===== src/rtl/imem_loader_pkg.sv =====
// Shared types and constants for the instruction-memory boot loader.
// The optional checksum phase is enabled by defining IMEM_LOADER_CHECKSUM_EN.
package imem_loader_pkg;

    localparam int BYTES_PER_WORD = 4;
    localparam int WORD_W         = 32;

    typedef enum logic [2:0] {
        HDR,
        DATA,
        CHK,
        DONE,
        ERR
    } state_e;

endpackage


===== src/rtl/imem_loader_byte_packer.sv =====
// Assembles accepted stream bytes into little-endian 32-bit words; the first
// byte of each group of four lands in word[7:0].
module byte_packer
    import imem_loader_pkg::*;
(
    input  logic              clk,
    input  logic              rst,
    input  logic              clr,
    input  logic              byte_stb,
    input  logic [7:0]        byte_in,
    output logic              word_valid,
    output logic [WORD_W-1:0] word
);

    localparam int               IDX_W    = $clog2(BYTES_PER_WORD);
    localparam logic [IDX_W-1:0] LAST_IDX = IDX_W'(BYTES_PER_WORD - 1);

    logic [IDX_W-1:0]  byte_idx;
    logic [WORD_W-9:0] byte_hist;

    // The word completes together with its last byte, so the top level can
    // register the memory write on the same edge that accepts that byte.
    assign word_valid = byte_stb && (byte_idx == LAST_IDX);
    assign word       = {byte_in, byte_hist};

    always_ff @(posedge clk or negedge rst) begin
        if (!rst) begin
            byte_idx  <= '0;
            byte_hist <= '0;
        end else if (clr) begin
            byte_idx  <= '0;
            byte_hist <= '0;
        end else if (byte_stb) begin
            byte_idx  <= byte_idx + IDX_W'(1);
            byte_hist <= word[WORD_W-1:8];
        end
    end

endmodule


===== src/rtl/imem_loader.sv =====
// Boot-time instruction-memory writer: header word count, data words, optional
// trailing checksum (IMEM_LOADER_CHECKSUM_EN); holds the CPU until the load is done.
module imem_loader
    import imem_loader_pkg::*;
#(
    parameter int ADDR_W = 10
) (
    input  logic              clk,
    input  logic              rst,
    input  logic              restart,
    input  logic              in_valid,
    input  logic [7:0]        in_data,
    output logic              in_ready,
    output logic              imem_we,
    output logic [ADDR_W-1:0] imem_waddr,
    output logic [WORD_W-1:0] imem_wdata,
    output logic              cpu_hold,
    output logic              done,
    output logic              err
);

    localparam int               CAP_W    = WORD_W + 1;
    localparam logic [CAP_W-1:0] CAPACITY = CAP_W'(1) << ADDR_W;

`ifdef IMEM_LOADER_CHECKSUM_EN
    localparam state_e END_ST = CHK;
`else
    localparam state_e END_ST = DONE;
`endif

    state_e            state;
    state_e            state_nxt;
    logic              byte_stb;
    logic              pk_valid;
    logic [WORD_W-1:0] pk_word;
    logic              hdr_fire;
    logic              wr_fire;
    logic              last_hit;
    logic [ADDR_W-1:0] widx;
    logic [WORD_W-1:0] last_idx;

    // A restart in the same cycle as a handshake drops the byte.
    assign byte_stb = in_valid && in_ready && !restart;
    assign hdr_fire = pk_valid && (state == HDR);
    assign wr_fire  = pk_valid && (state == DATA);
    assign last_hit = (WORD_W'(widx) == last_idx);

    byte_packer u_packer (
        .clk        (clk),
        .rst        (rst),
        .clr        (restart),
        .byte_stb   (byte_stb),
        .byte_in    (in_data),
        .word_valid (pk_valid),
        .word       (pk_word)
    );

`ifdef IMEM_LOADER_CHECKSUM_EN
    logic [WORD_W-1:0] csum;

    always_ff @(posedge clk or negedge rst) begin
        if (!rst) begin
            csum <= '0;
        end else if (restart) begin
            csum <= '0;
        end else if (wr_fire) begin
            csum <= csum + pk_word;
        end
    end
`endif

    always_comb begin
        state_nxt = state;
        if (restart) begin
            state_nxt = HDR;
        end else begin
            case (state)
                HDR: begin
                    if (pk_valid) begin
                        if (pk_word == '0)
                            state_nxt = END_ST;
                        else if ({1'b0, pk_word} > CAPACITY)
                            state_nxt = ERR;
                        else
                            state_nxt = DATA;
                    end
                end
                DATA: begin
                    if (pk_valid && last_hit)
                        state_nxt = END_ST;
                end
                CHK: begin
`ifdef IMEM_LOADER_CHECKSUM_EN
                    if (pk_valid)
                        state_nxt = (pk_word == csum) ? DONE : ERR;
`else
                    state_nxt = ERR;
`endif
                end
                DONE:    state_nxt = DONE;
                ERR:     state_nxt = ERR;
                default: state_nxt = ERR;
            endcase
        end
    end

    // Status outputs are registered from the next state so they change on the
    // same edge as the state itself.
    always_ff @(posedge clk or negedge rst) begin
        if (!rst) begin
            state    <= HDR;
            in_ready <= 1'b0;
            cpu_hold <= 1'b1;
            done     <= 1'b0;
            err      <= 1'b0;
            imem_we  <= 1'b0;
            widx     <= '0;
            last_idx <= '0;
        end else begin
            state    <= state_nxt;
            in_ready <= (state_nxt == HDR) || (state_nxt == DATA) || (state_nxt == CHK);
            cpu_hold <= (state_nxt != DONE);
            done     <= (state_nxt == DONE);
            err      <= (state_nxt == ERR);
            imem_we  <= wr_fire;
            if (restart)
                widx <= '0;
            else if (wr_fire)
                widx <= widx + ADDR_W'(1);
            if (hdr_fire)
                last_idx <= pk_word - WORD_W'(1);
        end
    end

    always_ff @(posedge clk or negedge rst) begin
        if (!rst) begin
            imem_waddr <= '0;
            imem_wdata <= '0;
        end else if (wr_fire) begin
            imem_waddr <= widx;
            imem_wdata <= pk_word;
        end
    end

endmodule


===== config.mk =====
export PLATFORM = sky130hd
export DESIGN_NAME = imem_loader
export DESIGN_NICKNAME = d
export VERILOG_FILES = /design/src/rtl/imem_loader_pkg.sv /design/src/rtl/imem_loader_byte_packer.sv /design/src/rtl/imem_loader.sv
export SDC_FILE = /design/constraint.sdc
export NUM_CORES = 1
export LEC_CHECK = 0
export CELL_PAD_IN_SITES_DETAIL_PLACEMENT = 0
export CELL_PAD_IN_SITES_GLOBAL_PLACEMENT = 2
export CORE_AREA = 5 5 136 138
export DETAILED_ROUTE_END_ITERATION = 12
export DIE_AREA = 0 0 141 143
export PLACE_DENSITY_LB_ADDON = 0.1
export SYNTH_ARGS = -nofsm -noshare
export SYNTH_HDL_FRONTEND = slang
export SYNTH_SLANG_ARGS = --single-unit

===== constraint.sdc =====
create_clock -name clk -period 1.64 [get_ports clk]
set_input_delay 0.246 -clock clk [delete_from_list [all_inputs] [get_ports clk]]
set_output_delay 0.246 -clock clk [all_outputs]
set_load 0.01 [all_outputs]

==> impl_metrics.yaml, run 1 <==
worst_setup_path:
  critical_path_maximum_fanout: 4
  critical_path_arrival_ns: 2.14
  setup.worst_path.end_class: "flop"
  crit_family: "simple AND/OR/NAND/NOR gates"
  worst-path-buf-inv: 1
  timing.critical_path.cells: "nor4_2 -> nand4_1 -> or4_1 -> o21ai_1 -> buf_4 -> a211oi_2"
  worst_setup_path_start_kind: "flop"
  critical_path_class: "reg -> reg"
  crit_slowest_cell: "sky130_fd_sc_hd__or4_1"
  crit_required_ns: 1.94
  max_stage_delay_ns: 0.53
synth:
  post-synth-top-area-fraction_pct: 54.3
  synth_cell_type_count: 41
  synth.yosys.seq_area_share_pct: 54.7
  synthFlopType: "sky130_fd_sc_hd__dfrtp_1"
  post_synth.cell_area_avg_um2: 9.90
  synth.cell_area_um2: 5400
  synth-simple-area-share_pct: 23.7
  synthXorXnorAreaFrac_pct: 8.12
  synth-edff-count: 0
  synth.area.mux_share_pct: 0
  syn-num-nets: 561
  synth.ff_latch_count: 118
  synthCells: 545
  post_synth_main_area_contributors: "sky130_fd_sc_hd__dfrtp_1 54%, sky130_fd_sc_hd__nand2_1 11%, sky130_fd_sc_hd__xnor2_1 5.7%, sky130_fd_sc_hd__a22o_1 3.9%, sky130_fd_sc_hd__xor2_1 2.4%"
  ys_async_sr_fraction_pct: 100
  synth_fa_ha_area_share_pct: 0.927
  netlist.top_cell.by_area: "sky130_fd_sc_hd__dfrtp_1"
  synth_top_family_by_area: "simple AND/OR/NAND/NOR gates"
  synth.yosys.warnings: 0
  synth_compound_gate_area_share_pct: 8.97
routing:
  detail-route-antenna-nets: 0
  first_iter_violations: 244
  route.detailed.drc: 0
  drt-wirelength-per-cell_um: 16.8
  vias_per_cell: 4.77
  first_pass_iters: 4
  routed-via-count: 4395
  wl_um: 15400
global_routing:
  grt_util_all_layers_pct: 16.3
  via_count_of_the_first_global_routing_pass: 4842
  overflow: 0
  grt_start_max_net_pins: 45
  grt_first_pass_wirelength_um: 25600
  antenna_found_initial: 0
die:
  number_of_i_o_pins: 59
  die_x_um: 141
  die_height_um: 143
  initial_utilization_pct: 31.6
  design.core.area_um2: 17100
  design.die.area_um2: 20200
  placementRows: 48
placed_design:
  post_dp_cell_area_um2: 6840
  dp_slack_ns: -0.378
  io_buffer_count: 58
  dp_cells: 879
  globalplace.congestion: 0.786
  half_perimeter_wire_length_of_the_detailed_placement_result_um: 10500
finish:
  final_area_um2: 8020
  flow.area_growth_from_synthesis_pct: 48.6
  design.final.nets: 699
  utilization_of_the_core_after_routing_pct: 47.0
  share_of_post_route_cells_with_drive_strength_above_1_pct: 27.9
  final_cells: 921
  antenna_cells: 0
pwr:
  power_per_cell_area_nw_per_um2: 1060
  max-vdd-ir-drop_uv: 783
  power_leakage_nw: 3.76
sta:
  timing.slew.headroom_pct: 71.4
  timing_max_transition_violations_final: 0
  min_period_ns: 1.84
  rsz0062_at_grt: "true"
  hold_viol_final: 0
  worst_clock_skew_ns: 0.00455
  final_critical_path_setup_slack_ns: -0.204
  timing.final.crit_share_pct: 112
  achievable-frequency_ghz: 0.542
  final_setup_violation_count: 23
  worst_pin_slew_ns: 0.430
clocking:
  tritoncts: "done"
  cts_root_buf: "sky130_fd_sc_hd__clkbuf_16"
  cts-root-to-sink-buffers: 2
  later_pin_clock_latency_in_the_skew_report_ns: 0.41
  clock_tree.htree_level_count: 4
  clkSinkCount: 118
  number_of_clock_buffers_inserted_by_tritoncts: 17
  clk_pin_slew_ns: 0.05
min_path:
  hold_path_class: "in -> async"
status:
  failed_checks: "negative setup slack"
  outcome: "finished with violations"
run:
  drv_cap: 0
-- kinds of logic after synthesis --
family                   Yosys count
flip-flops                       118
buffers and inverters             41
XOR/XNOR                          50
AO/OA/AOI/OAI                     72
AND/OR/NAND/NOR                  260
adder cells (fa/ha/maj)            4
-- cells in the final DEF (no fill, tap or decap), types with 4 or more instances in the layout --
cell | synthesis | layout
sky130_fd_sc_hd__buf_6 | 3 | 11
sky130_fd_sc_hd__xnor2_1 | 35 | 31
sky130_fd_sc_hd__dfrtp_1 | 117 | 114
sky130_fd_sc_hd__nor4_4 | 5 | 14
sky130_fd_sc_hd__nor2_1 | 22 | 20
sky130_fd_sc_hd__nor3_4 | 0 | 8
sky130_fd_sc_hd__buf_12 | 0 | 11
sky130_fd_sc_hd__buf_4 | 1 | 74
sky130_fd_sc_hd__o21ai_1 | 11 | 22
sky130_fd_sc_hd__nor3_1 | 15 | 6
sky130_fd_sc_hd__xor2_1 | 15 | 15
sky130_fd_sc_hd__a21oi_1 | 5 | 4
sky130_fd_sc_hd__nand2_1 | 162 | 158
sky130_fd_sc_hd__o21ai_0 | 23 | 12
sky130_fd_sc_hd__a22o_1 | 24 | 24
sky130_fd_sc_hd__inv_1 | 4 | 4
sky130_fd_sc_hd__clkdlybuf4s50_1 | 0 | 55
sky130_fd_sc_hd__nand4_1 | 10 | 10
sky130_fd_sc_hd__nor4_2 | 3 | 4
sky130_fd_sc_hd__xnor2_2 | 0 | 4
sky130_fd_sc_hd__nor3_2 | 3 | 4
sky130_fd_sc_hd__clkbuf_16 | 0 | 18
sky130_fd_sc_hd__clkinv_2 | 0 | 6
-- where the power goes --
| part | switching [mW] | internal [mW] |
|---|---|---|
| combinational | 0.706 | 0.683 |
| sequential | 0.167 | 3.13 |
| clock | 1.32 | 2.45 |
-- what timing repair did --
action,CTS,global route
endpoints found under the hold margin,24,0
setup buffers,5,3
hold buffers,1,0
endpoints found under the setup margin,32,83
pin swaps,25,31
cloned,0,1
gates resized for setup,71,33
-- cells in the mapped netlist, types with 3 or more instances --
master / n
sky130_fd_sc_hd__clkbuf_1: 24
sky130_fd_sc_hd__nor2_1: 22
sky130_fd_sc_hd__dfrtp_1: 117
sky130_fd_sc_hd__a21oi_1: 5
sky130_fd_sc_hd__xor2_1: 15
sky130_fd_sc_hd__nor4_4: 5
sky130_fd_sc_hd__nor3_1: 15
sky130_fd_sc_hd__nor4_2: 3
sky130_fd_sc_hd__o21ai_0: 23
sky130_fd_sc_hd__nand3_1: 7
sky130_fd_sc_hd__a22o_1: 24
sky130_fd_sc_hd__or3_1: 4
sky130_fd_sc_hd__nand2_1: 162
sky130_fd_sc_hd__nor4_1: 12
sky130_fd_sc_hd__inv_1: 4
sky130_fd_sc_hd__xnor2_1: 35
sky130_fd_sc_hd__buf_6: 3
sky130_fd_sc_hd__a21o_1: 3
sky130_fd_sc_hd__o21ai_1: 11
sky130_fd_sc_hd__ha_1: 4
sky130_fd_sc_hd__buf_2: 8
sky130_fd_sc_hd__nor3_2: 3
sky130_fd_sc_hd__nand4_1: 10
-- final cells by class --
class | instances | area [um2]
multi-input combinational | 386 | 2660
clock buffer | 22 | 464
fill | 1638 | 9040
timing repair buffer | 155 | 1500
sequential | 118 | 2960
clock inverter | 10 | 128
tap | 225 | 282
inverter | 5 | 26.3
-- worst reg2reg max path: cells and delay by family (launching register included) --
family / cells / cell delay [ns]
buf+inv: 1 / 0.14
compound gates: 2 / 0.17
simple gates: 3 / 1.02
flops: 1 / 0.39
-- through the flow --
stage	power (mW)	setup TNS (ns)	hold slack [ns]
after floorplan	3.92	-0.139	-0.0496
after global placement	4.42	-22.05	0.218
after detailed placement	4.44	-21.27	0.220
after CTS	8.52	-2.25	0.317
after global routing	8.88	-4.52	0.369
final	8.46	-2.12	0.322
-- registers in the layout (all words and copies together) (netlist names) --
| signal | count |
|---|---|
| imem_wdata | 32 |
| cpu_hold | 1 |
| widx | 10 |
| u_packer.byte_hist | 24 |
| imem_waddr | 10 |
| state | 3 |
| imem_we | 1 |
| in_ready | 1 |
| last_idx | 32 |
| u_packer.byte_idx | 2 |
| err | 1 |
| done | 1 |
-- final timing paths --
kind                       depth (start not counted)                    end           from  slack (ns)
max                                                6               in_ready   last_idx[19]       -0.20
min                                                2                widx[3]            rst        0.32
max reg2reg                                        6               in_ready   last_idx[19]       -0.20
min reg2reg                                        2          imem_waddr[4]  imem_waddr[4]        0.47
max in group asynchronous                          3  u_packer.byte_hist[3]            rst        0.76
min in group clk                                   2          imem_waddr[4]  imem_waddr[4]        0.47
-- per-layer routing --
layer | wire length, um | GRT usage [%]
met4 | 286 | 5.56
met2 | 8010 | 28.7
met3 | 443 | 3.35
met5 | 0 | 0
met1 | 6700 | 20.0
Power figures use the tool's default switching activity.
==> inputs of run 2 (changes only) <==
Settings changed: CTS_CLUSTER_SIZE from default to 30.
==> results of run 2 <==
No change in the layout: final DEF, timing and power equal those of run 1.
==> patch (flow settings as in run 2) <==
Put one more register stage on the output `err`, with the module's reset. The value now appears one clock later. The other outputs are not delayed to match.
--- a/src/rtl/imem_loader.sv
+++ b/src/rtl/imem_loader.sv
@@ -21,6 +21,8 @@
 
     localparam int               CAP_W    = WORD_W + 1;
     localparam logic [CAP_W-1:0] CAPACITY = CAP_W'(1) << ADDR_W;
+
+    logic err_s0;
 
 `ifdef IMEM_LOADER_CHECKSUM_EN
     localparam state_e END_ST = CHK;
@@ -112,7 +114,7 @@
             in_ready <= 1'b0;
             cpu_hold <= 1'b1;
             done     <= 1'b0;
-            err      <= 1'b0;
+            err_s0   <= 1'b0;
             imem_we  <= 1'b0;
             widx     <= '0;
             last_idx <= '0;
@@ -121,7 +123,7 @@
             in_ready <= (state_nxt == HDR) || (state_nxt == DATA) || (state_nxt == CHK);
             cpu_hold <= (state_nxt != DONE);
             done     <= (state_nxt == DONE);
-            err      <= (state_nxt == ERR);
+            err_s0   <= (state_nxt == ERR);
             imem_we  <= wr_fire;
             if (restart)
                 widx <= '0;
@@ -142,5 +144,13 @@
         end
     end
 
+    always_ff @(posedge clk or negedge rst) begin
+        if (!rst) begin
+            err <= '0;
+        end else begin
+            err <= err_s0;
+        end
+    end
+
 endmodule
 
Formal check against the unedited RTL: not equivalent (a bounded check fails within 10 cycles, from zero or initial values and one cycle with rst low).
==> patch against run 2 <==
Highest routed layer unchanged. The run still ends with negative setup slack left. Critical endpoint is now last_idx[30]. Sequential cell count grew 1. Synthesized area shrank 3.6%. Largest cell class unchanged. Cell area grew 3.2%. Core utilization grew 1.5 points. First-iteration DRC count shrank 23%. Worst setup slack lost 0.37 ns. Wire length grew 2.4%. Power shrank 2.4%.
==> patch: results (changes against run 2) <==
[run_status]
status=finished, violations left  ; unchanged
violations=negative setup slack  ; unchanged

[detailed_routing]
via_count=4146  ; was 4,395
wl_per_cell_microns=18.60  ; was 16.76 microns
drt_iter0_markers=188  ; was 244

[sta]
fin_ws_ns=-0.5753  ; was -0.2040 ns
finalSetupViolCount=74  ; was 23
skew_ns=0.007624  ; was 0.004548 ns
max-slew-margin-rel_pct=68.64  ; was 71.36%

[global_routing]
grt_pass1_wl_mm=25.51  ; was 25.65 mm
grt_max_degree=44  ; was 45
grtUsageTotal_pct=16.52  ; was 16.31%

[worst_setup_path]
r2r_end=last_idx[30]  ; was in_ready
crit_path_top_delay_cell=or4_4  ; was or4_1
cpPeakStageDelay_ns=0.49  ; was 0.53 ns
rr_startpoint=u_packer.byte_hist[22]  ; was last_idx[19]

[placement]
placed_cell_area_sq_um=6746  ; was 6838 sq um
gp_congestion=0.7898  ; was 0.7858

[synth]
yosys-top-cells-area=dfrtp_1 (57%), mux2_2 (9.1%), xnor2_1 (5.4%), a22o_1 (3.9%), nand2_1 (2.8%)  ; was dfrtp_1 (54%), nand2_1 (11%), xnor2_1 (5.7%), a22o_1 (3.9%), xor2_1 (2.4%)
synthTopCellsByCount=dfrtp_1 (118), mux2_2 (42), nand2_1 (39)  ; was nand2_1 (162), dfrtp_1 (117), xnor2_1 (35)
ys_types=37  ; was 41
syn_nets=464  ; was 561

[final_layout]
drive_above_1_share_pct=38.40  ; was 27.87%
nets=628  ; was 699

[power]
ir_drop_v=0.0007074  ; was 0.0007828 V
p_leak_nw=3.714  ; was 3.762 nW

==> patch: cell count changes in the layout (fill, tap and decap cells not counted), sizes merged, moves of 4 or more <==
cell    change
o21ai       -7
nor3        -7
mux2       +42
o211ai      +6
nand2     -123
or4         +4
xor2        -4
buf        +16
a31oi       +4
==> patch: logic make-up after synthesis <==
family                   after synthesis  share of synthesized area [%]
AO/OA/AOI/OAI                         69                          9.067
adder cells (fa/ha/maj)                4                         0.9620
buffers and inverters                 31                          2.285
flip-flops                           119                          57.26
XOR/XNOR                              43                          7.239
AND/OR/NAND/NOR                      139                          13.90
multiplexers                          43                          9.283
==> patch: worst max path at each step <==
stage	depth (start not counted)	to	startpoint	slack, ns
after floorplan	6	last_idx[30]	u_packer.byte_hist[22]	-0.61
after global placement	7	err_s0	in_data[2]	-0.72
after detailed placement	7	err_s0	in_data[2]	-0.73
after CTS	5	last_idx[30]	u_packer.byte_hist[22]	-0.57
after global routing	6	last_idx[26]	u_packer.byte_hist[22]	-0.64
final	5	last_idx[30]	u_packer.byte_hist[22]	-0.58
==> patch: through the flow <==
stage | worst slack, ns | hold slack, ns | power [mW] | instances | TNS [ns]
3_5_place_dp | -0.7325 | 0.2356 | 4.381 | 786 | -31.62
4_1_cts | -0.5693 | 0.3350 | 8.315 | 847 | -13.58
6_report | -0.5753 | 0.3371 | 8.264 | 850 | -12.86
2_1_floorplan | -0.6051 | -0.04959 | 3.894 | 448 | -6.409
3_3_place_gp | -0.7198 | 0.2286 | 4.366 | 786 | -31.03
5_1_grt | -0.6431 | 0.3790 | 8.669 | 850 | -18.91
==> patch: metal layers <==
layer	vias up	GRT usage, %	wire [microns]
li1	1951	-	-
met1	2089	20.39	7078
met2	82	28.48	8018
met3	24	3.617	452
met4	0	6.170	261
met5	-	0	0
==> patch: where the power goes <==
part           leakage [nW]  total [mW]  internal, mW  switching [mW]
combinational          1.80        1.29         0.640           0.653
sequential             1.63        3.30          3.16           0.135
clock                 0.292        3.67          2.38            1.29
total                  3.71        8.26          6.18            2.08
==> patch: cell type report <==
type | count | area, sq um
tap | 225 | 281.5
inverter | 5 | 18.77
multi-input combinational | 299 | 2686
clock inverter | 9 | 97.59
sequential | 119 | 2980
fill | 1573 | 8783
timing repair buffer | 170 | 1720
clock buffer | 23 | 488.0
==> patch: repair_timing <==
| action | in CTS | in global routing |
|---|---|---|
| endpoints found under the hold margin | 28 | 0 |
| cloned | 8 | 1 |
| gates resized for setup | 96 | 44 |
| hold buffers | 1 | 0 |
| setup endpoints to repair | 89 | 87 |
| pin swaps | 25 | 34 |
| buffers inserted | 22 | 11 |
